`config.mk`:
```
export PLATFORM = sky130hd
export DESIGN_NAME = mul_share_ctrl
export DESIGN_NICKNAME = d
export VERILOG_FILES = /design/src/rtl/mul_share_ctrl.sv
export SDC_FILE = /design/constraint.sdc
export NUM_CORES = 1
export LEC_CHECK = 0
export CAP_MARGIN = 10
export CORE_AREA = 5 5 160 162
export DETAILED_ROUTE_END_ITERATION = 10
export DIE_AREA = 0 0 165 167
export MAX_ROUTING_LAYER = met4
export PLACE_DENSITY = 0.69
export SYNTH_ARGS = -nofsm -noshare
export SYNTH_HDL_FRONTEND = slang
export SYNTH_SLANG_ARGS = --single-unit
```
`constraint.sdc`:
```
create_clock -name clk -period 4.8 [get_ports clk]
set_input_delay 0.96 -clock clk [delete_from_list [all_inputs] [get_ports clk]]
set_output_delay 0.96 -clock clk [all_outputs]
set_load 0.005 [all_outputs]
```
`src/rtl/mul_share_ctrl.sv`:
```
// Round-robin arbiter that time-shares one combinational FP32 multiplier among
// N_REQ requesters, holding registered operands for MUL_LAT cycles per operation.
module mul_share_ctrl #(
    parameter int unsigned N_REQ   = 4,
    parameter int unsigned MUL_LAT = 1,
    parameter int unsigned CNT_W   = 16
) (
    input  logic                  clk,
    input  logic                  rst,
    input  logic [N_REQ-1:0]      req_valid,
    input  logic [32*N_REQ-1:0]   req_a,
    input  logic [32*N_REQ-1:0]   req_b,
    output logic [N_REQ-1:0]      req_ready,
    output logic [31:0]           mul_a,
    output logic [31:0]           mul_b,
    input  logic [31:0]           mul_out,
    input  logic                  mul_ovf,
    output logic                  resp_valid,
    output logic [2:0]            resp_id,
    output logic [31:0]           resp_data,
    output logic                  resp_ovf,
    input  logic                  resp_ready,
    output logic                  busy,
    output logic [CNT_W-1:0]      ovf_count
);

    localparam int unsigned DATA_W = 32;
    localparam int unsigned ID_W   = 3;
    localparam int unsigned LAT_W  = (MUL_LAT > 1) ? $clog2(MUL_LAT) : 1;

    typedef enum logic [1:0] {
        IDLE = 2'd0,
        CALC = 2'd1,
        RESP = 2'd2
    } state_t;

    state_t              state_q, state_d;
    logic [ID_W-1:0]     rr_q, rr_d;
    logic [LAT_W-1:0]    cnt_q, cnt_d;
    logic [DATA_W-1:0]   mul_a_q, mul_a_d;
    logic [DATA_W-1:0]   mul_b_q, mul_b_d;
    logic [ID_W-1:0]     resp_id_q, resp_id_d;
    logic [DATA_W-1:0]   resp_data_q, resp_data_d;
    logic                resp_ovf_q, resp_ovf_d;
    logic [CNT_W-1:0]    ovf_count_q, ovf_count_d;

    logic [2*N_REQ-1:0]  valid_dbl;
    logic [2*N_REQ-1:0]  valid_rot;
    logic [ID_W:0]       idx_sum;
    logic [ID_W-1:0]     grant_c;
    logic                grant_vld_c;
    logic [DATA_W-1:0]   op_a_c;
    logic [DATA_W-1:0]   op_b_c;

    // Round-robin search starting at rr_q: rotate valids so bit 0 is rr_q.
    always_comb begin
        valid_dbl   = {req_valid, req_valid};
        valid_rot   = valid_dbl >> rr_q;
        idx_sum     = '0;
        grant_c     = '0;
        grant_vld_c = 1'b0;
        for (int unsigned k = 0; k < N_REQ; k++) begin
            if (!grant_vld_c && valid_rot[k]) begin
                idx_sum = {1'b0, rr_q} + (ID_W+1)'(k);
                if (idx_sum >= (ID_W+1)'(N_REQ)) begin
                    idx_sum = idx_sum - (ID_W+1)'(N_REQ);
                end
                grant_c     = idx_sum[ID_W-1:0];
                grant_vld_c = 1'b1;
            end
        end
    end

    // Operand mux for the granted requester.
    always_comb begin
        op_a_c = '0;
        op_b_c = '0;
        for (int unsigned j = 0; j < N_REQ; j++) begin
            if (grant_c == ID_W'(j)) begin
                op_a_c = req_a[j*DATA_W +: DATA_W];
                op_b_c = req_b[j*DATA_W +: DATA_W];
            end
        end
    end

    // State and datapath registers.
    always_ff @(posedge clk) begin
        if (rst) begin
            state_q     <= IDLE;
            rr_q        <= '0;
            cnt_q       <= '0;
            mul_a_q     <= '0;
            mul_b_q     <= '0;
            resp_id_q   <= '0;
            resp_data_q <= '0;
            resp_ovf_q  <= 1'b0;
            ovf_count_q <= '0;
        end else begin
            state_q     <= state_d;
            rr_q        <= rr_d;
            cnt_q       <= cnt_d;
            mul_a_q     <= mul_a_d;
            mul_b_q     <= mul_b_d;
            resp_id_q   <= resp_id_d;
            resp_data_q <= resp_data_d;
            resp_ovf_q  <= resp_ovf_d;
            ovf_count_q <= ovf_count_d;
        end
    end

    // Next-state and next-datapath logic.
    always_comb begin
        state_d     = state_q;
        rr_d        = rr_q;
        cnt_d       = cnt_q;
        mul_a_d     = mul_a_q;
        mul_b_d     = mul_b_q;
        resp_id_d   = resp_id_q;
        resp_data_d = resp_data_q;
        resp_ovf_d  = resp_ovf_q;
        ovf_count_d = ovf_count_q;
        unique case (state_q)
            IDLE: begin
                if (grant_vld_c) begin
                    mul_a_d   = op_a_c;
                    mul_b_d   = op_b_c;
                    resp_id_d = grant_c;
                    cnt_d     = LAT_W'(MUL_LAT - 1);
                    state_d   = CALC;
                end
            end
            CALC: begin
                if (cnt_q == '0) begin
                    resp_data_d = mul_out;
                    resp_ovf_d  = mul_ovf;
                    state_d     = RESP;
                end else begin
                    cnt_d = cnt_q - LAT_W'(1);
                end
            end
            RESP: begin
                if (resp_ready) begin
                    state_d = IDLE;
                    rr_d    = (resp_id_q == ID_W'(N_REQ - 1)) ? '0 : resp_id_q + ID_W'(1);
                    if (resp_ovf_q && (ovf_count_q != {CNT_W{1'b1}})) begin
                        ovf_count_d = ovf_count_q + CNT_W'(1);
                    end
                end
            end
            default: state_d = IDLE;
        endcase
    end

    // Combinational handshake/status outputs.
    always_comb begin
        req_ready  = '0;
        resp_valid = 1'b0;
        busy       = 1'b0;
        if (state_q == IDLE && grant_vld_c) begin
            req_ready = N_REQ'(1) << grant_c;
        end
        if (state_q == RESP) begin
            resp_valid = 1'b1;
        end
        if (state_q != IDLE) begin
            busy = 1'b1;
        end
    end

    assign mul_a     = mul_a_q;
    assign mul_b     = mul_b_q;
    assign resp_id   = resp_id_q;
    assign resp_data = resp_data_q;
    assign resp_ovf  = resp_ovf_q;
    assign ovf_count = ovf_count_q;

endmodule

```
Word-level counts from Yosys, hierarchy flattened
Cells that the tools add are included.

storage, ports and cells
  bits in registers = 122
  bits of input ports = 296
  output and inout bits = 122

operators by class
  add/subtract/negate cells = 10
  order comparisons = 4
  eq/ne operators = 10
  shift-type cells = 2
  muxes and demuxes = 31
  bitwise gates (word level) = 1
  reductions and logical operators = 18

operators with widths
  operator                                             count
  2-to-1 mux 32 bit                                    8
  2-to-1 mux 3 bit                                     9
  adder 16 x 1 -> 16 bit, second input constant        1
  inequality test 16 bit, second input constant        1
  >= comparator 4 x 3 -> 1 bit, second input constant  3
  subtractor 3 bit, second input constant              4
  equality test 3 x 2 -> 1 bit, second input constant  3
  adder 3 x 2 -> 4 bit, second input constant          2
  2-to-1 mux 1 bit                                     8
  AND reduction 2 bit                                  4
  >> shifter 8 x 3 -> 4 bit                            1
  2-to-1 mux 2 bit                                     3
  inequality test 2 bit, second input constant         3
  case mux 2 bit (3 select lines)                      1
  AND reduction 3 bit                                  2
  logical AND 1 bit                                    5
  adder 3 x 1 -> 4 bit, second input constant          1
  2-to-1 mux 4 bit                                     1
  nonzero test 2 bit                                   2
  << shifter 1 x 3 -> 4 bit, first input constant      1
  adder 3 x 1 -> 3 bit, second input constant          1
  equality test 3 x 1 -> 1 bit, second input constant  1
  >= comparator 3 bit, second input constant           1
  zero test 1 bit                                      3
  7 further kinds                                      7

Depth between registers and ports, before layout
  word-level depth = 16
  gate-level depth with buffers = 11
  mapped depth without buffers = 7

Worst setup path before layout
Ideal clock, no wire load.

  kind = input -> output
  start = in req_valid[2]
  end = out req_ready[3]
  arrival = 2.158 ns
  data required time = 3.840 ns
  slack = 1.682 ns
  cell stages on the path = 6
  buffers on the path = 0
  path through = mux2_4 > a2bb2oi_4 > o21ai_1 > o21a_1 > o21ai_2 > nor3b_1

on the way
  word-level cells in the longest chain between the ends = 13
  elaborated cells on any way between the ends = 18

RTL lines
  what                                                                   RTL line  RTL
  from (decl)                                                            10        input logic [N_REQ-1:0] req_valid,
  >> shifter 8 x 3 -> 4 bit (*)                                          58        valid_rot = valid_dbl >> rr_q;
  2-to-1 mux 1 bit                                                       63        if (!grant_vld_c && valid_rot[k]) begin
  zero test 1 bit                                                        63
  logical AND 1 bit                                                      63
  2-to-1 mux 1 bit                                                       63
  zero test 1 bit                                                        63
  logical AND 1 bit                                                      63
  2-to-1 mux 1 bit                                                       63
  zero test 1 bit                                                        63
  logical AND 1 bit                                                      63
  2-to-1 mux 3 bit / 2-to-1 mux 1 bit (equally long branches)            63
  << shifter 1 x 3 -> 4 bit / logical AND 1 bit (equally long branches)  160, 159
  2-to-1 mux 4 bit (*)                                                   159       if (state_q == IDLE && grant_vld_c) begin
  to (decl)                                                              13        output logic [N_REQ-1:0] req_ready,

Every way passes the cells marked *; elsewhere a longest branch is shown, timed or not.

Final worst setup path
Ends and elaborated chain as after synthesis.

==> summary.md <==
| Metric | Value |
|---|---|
| Maximum fanout encountered on the critical timing path | 7 |
| Proportion of total power due to net switching | 30.4% |
| Root buffer selected by CTS | sky130_fd_sc_hd__clkbuf_16 |
| Setup repair after global routing missed its margin | false |
| Number of clock buffers inserted by TritonCTS | 17 |
| Vias per cell | 5.56 |
| Share of post-route cells with drive strength above 1 | 6.60% |
| Path class of the lowest-slack min-delay path | reg -> reg |
| Post CTS Setup Buffer Count | 0 |
| Setup skew after layout | 0.0118 ns |
| Detailed-router iteration count before antenna repair | 5 |
| Final clock period utilization by the worst path | 92.3% |
| Clock period minus worst slack | 4.43 ns |
| FF-to-FF setup slack | 1.66 ns |
| Count of unique library cells instantiated by Yosys | 45 |
| Final Max Slew Viols | 0 |
| Quantity of hold-fixing buffers added after cts | 0 |
| Final design area excluding fillers | 0.0115 mm² |
| Largest net degree at the start of global routing | 69 |
| Worst Max-Slew Pin Slew | 0.899 ns |
| Routed wire length per instance | 22.1 µm |
| Post-synthesis to final-layout area growth | 73.9% |
| Sequential fraction of the synthesis area | 36.5% |
| Layout Nets | 1362 |
| Count of buffers from port buffering | 417 |
| Largest cells by area after synthesis | sky130_fd_sc_hd__dfxtp_1 (36%), sky130_fd_sc_hd__a221o_1 (9.7%), sky130_fd_sc_hd__a32o_1 (9.7%) |
| Count of final hold-check violations | 0 |
| Max Clock Freq | 226 MHz |
| I/O pins | 418 |
| Post-route worst setup slack | 0.369 ns |
| Placed insts | 1368 |
| Number of maximum-capacitance violations | 0 |
| Overall global routing resource usage | 21.5% |
| Count of flip-flops with a built-in enable after synthesis | 0 |
| Grt total ovfl | 0 |
| Buffer levels on the longest clock path | 2 |
| Detailed placement HPWL | 21.9 mm |
| Clk sinks | 121 |
| Post-place instance area | 0.0109 mm² |
| Area inside the core boundary | 0.0240 mm² |
| Leakage power summed over all cells | 3.93 nW |
| Via count | 7818 |
| Clock transition at the register clock pins on the worst setup and hold paths after CTS | 0.06 ns |
| Row count | 57 |
| Crit start category | input pin |
| Syn Std Cell Area | 0.00664 mm² |
| Logic pwr share | 31.1% |
| Required time worst endpoint | 3.84 ns |
| Synth Area per Inst | 9.63 µm² |
| Horizontal extent of the die | 165 µm |
| Area leader, netlist | sky130_fd_sc_hd__dfxtp_1 |
| Share of async-settable or async-resettable flops after synthesis | 0% |
| Outcome | finished, final reports clean |
| Flop and latch count out of synthesis | 121 |
| Data arrival time of the worst path | 3.47 ns |
| Met2 track demand over resource | 35.1% |
| IR drop worst, VDD | 0.000204 V |
| Depth of the CTS H-tree | 4 |
| TritonCTS clock tree | built |
| Total Routed Length | 31.0 mm |
| Clk pwr share | 35.7% |
| Design internal power | 0.00252 W |
| Worst-case headroom to the max-slew limit | 40.0% |
| Sequential group share of total power | 33.2% |
| Setup crit end kind | output port |
| Total negative slack | 0 ns |
| Power density over cell area | 314 mW/mm² |
| Top FF cell, synth | sky130_fd_sc_hd__dfxtp_1 |
| Skew-Pair Late Insertion Delay | 0.42 ns |
| Finished Layout Cells | 1406 |
| Critical setup path kind | in -> out |
| Final setup violating endpoints | 0 |
| 1st-iter DRT viols | 667 |
| Die height | 167 µm |
| Total die area | 0.0276 mm² |
| Net switching component of the power | 0.00110 W |
| Initial antenna violation count | 6 |
| Nets in the synthesized netlist | 988 |
| Global Route met3 Usage | 6.92% |
| Yosys warnings | 0 |
| Vias in the first global route | 7628 |
| Number of routed nets with antenna violations | 0 |
| Met1 global-route usage | 24.6% |
| Area share of the largest cell type after synthesis | 36.5% |
| First-pass GRT wire length | 45.1 mm |
| CTS-repair resized insts | 0 |
| Pre-CTS WS | 0.367 ns |
| Cells after Synth | 689 |
| Busiest layer in global routing | met2 |
| Effective utilization at floorplan | 27.7% |
| Final RePlAce weighted congestion | 0.841 |
| Number of remaining DRC errors | 0 |
| Total design power | 0.00362 W |
worst max-delay path, stage by stage:
cell and delay [ns]:
sky130_fd_sc_hd__clkdlybuf4s50_1 0.47, sky130_fd_sc_hd__mux2_4 0.33, sky130_fd_sc_hd__a2bb2oi_4 0.17, sky130_fd_sc_hd__o21ai_1 0.20, sky130_fd_sc_hd__o21a_1 0.28, sky130_fd_sc_hd__o21ai_2 0.25, sky130_fd_sc_hd__nor3b_1 0.22, sky130_fd_sc_hd__clkdlybuf4s50_1 0.59
cells in the final DEF (no fill, tap or decap), types with 5 or more instances in the layout:
master	count
sky130_fd_sc_hd__clkdlybuf4s50_1	416
sky130_fd_sc_hd__dfxtp_1	120
sky130_fd_sc_hd__nand2_1	73
sky130_fd_sc_hd__a32o_1	64
sky130_fd_sc_hd__a221oi_1	64
sky130_fd_sc_hd__o2bb2ai_1	64
sky130_fd_sc_hd__a221o_1	64
sky130_fd_sc_hd__a21oi_1	45
sky130_fd_sc_hd__nor2_1	20
sky130_fd_sc_hd__clkbuf_16	18
sky130_fd_sc_hd__buf_4	12
sky130_fd_sc_hd__inv_6	9
sky130_fd_sc_hd__nand3_1	7
sky130_fd_sc_hd__nor3_1	7
sky130_fd_sc_hd__diode_2	6
sky130_fd_sc_hd__xnor2_1	6
sky130_fd_sc_hd__nand2b_1	5
sky130_fd_sc_hd__mux2i_1	5
sky130_fd_sc_hd__nand4_1	5
sky130_fd_sc_hd__o21ai_0	5
sky130_fd_sc_hd__or3_1	5
registers in the layout (all words and copies together) (netlist names):
| register | flops |
|---|---|
| rr_q | 3 |
| ovf_count | 16 |
| mul_a | 32 |
| mul_b | 32 |
| resp_id | 3 |
| resp_ovf | 1 |
| state_q | 2 |
| resp_data | 32 |
per-layer routing:
| layer | wire length [µm] | up-vias |
|---|---|---|
| met5 | 0 | - |
| met4 | 760 | 0 |
| met3 | 2890 | 44 |
| met2 | 15100 | 381 |
| met1 | 12300 | 3782 |
| li1 | - | 3611 |
final timing paths:
check	startpoint	cells past startpoint	to
worst max register to register	rr_q[1]	9	mul_b[3]
worst max-delay path	req_valid[2]	8	req_ready[3]
worst min register to register	resp_data[29]	2	resp_data[29]
worst min-delay path	resp_data[29]	2	resp_data[29]
through the flow:
step / hold WS [ns] / utilization (%)
6_report: 0.454 / 48.2
5_1_grt: 0.470 / 48.2
4_1_cts: 0.454 / 48.1
3_5_place_dp: 0.448 / 45.7
3_3_place_gp: 0.440 / 45.7
2_1_floorplan: 0.453 / -
cell usage after synthesis, types with 5 or more instances:
master,count
sky130_fd_sc_hd__nand2b_1,5
sky130_fd_sc_hd__o2bb2ai_1,65
sky130_fd_sc_hd__nor3_1,7
sky130_fd_sc_hd__buf_6,20
sky130_fd_sc_hd__xnor2_1,6
sky130_fd_sc_hd__clkbuf_1,31
sky130_fd_sc_hd__mux2i_1,5
sky130_fd_sc_hd__nand4_1,5
sky130_fd_sc_hd__buf_2,18
sky130_fd_sc_hd__nor2_1,20
sky130_fd_sc_hd__dfxtp_1,121
sky130_fd_sc_hd__buf_4,6
sky130_fd_sc_hd__nand2_1,73
sky130_fd_sc_hd__or3_1,5
sky130_fd_sc_hd__o21ai_0,5
sky130_fd_sc_hd__nor2b_1,5
sky130_fd_sc_hd__a32o_1,64
sky130_fd_sc_hd__a221o_1,64
sky130_fd_sc_hd__a21oi_1,45
sky130_fd_sc_hd__a221oi_1,64
sky130_fd_sc_hd__nand3_1,7
power by group through the flow:
stage | clock network [W] | logic [W] | registers [W]
6_report | 0.00129 | 0.00113 | 0.00120
5_1_grt | 0.00136 | 0.00121 | 0.00122
4_1_cts | 0.00132 | 0.00114 | 0.00120
3_5_place_dp | 0 | 0.00113 | 0.00122
3_3_place_gp | 0 | 0.00112 | 0.00122
2_1_floorplan | 0 | 0.000465 | 0.00123
cells by family (layout without fill, tap and decap cells):
group,count (synthesis),count (layout),synth area share (%)
AO/OA/AOI/OAI,320,320,42.1
XOR/XNOR,10,10,1.32
adder cells (fa/ha/maj),3,3,0.566
flip-flops,121,121,36.5
buffers and inverters,82,469,7.58
multiplexers,9,9,1.72
other,0,6,0
AND/OR/NAND/NOR,144,144,10.2
area by class of cell:
type | count | area (µm²)
antenna | 6 | 15.0
clock buffer | 19 | 464
clock inverter | 13 | 118
fill | 2277 | 12400
inverter | 4 | 15.0
multi-input combinational | 486 | 3760
sequential | 121 | 2430
tap | 324 | 405
timing repair buffer | 433 | 4340
No activity file was read; power rests on OpenSTA's default activity.
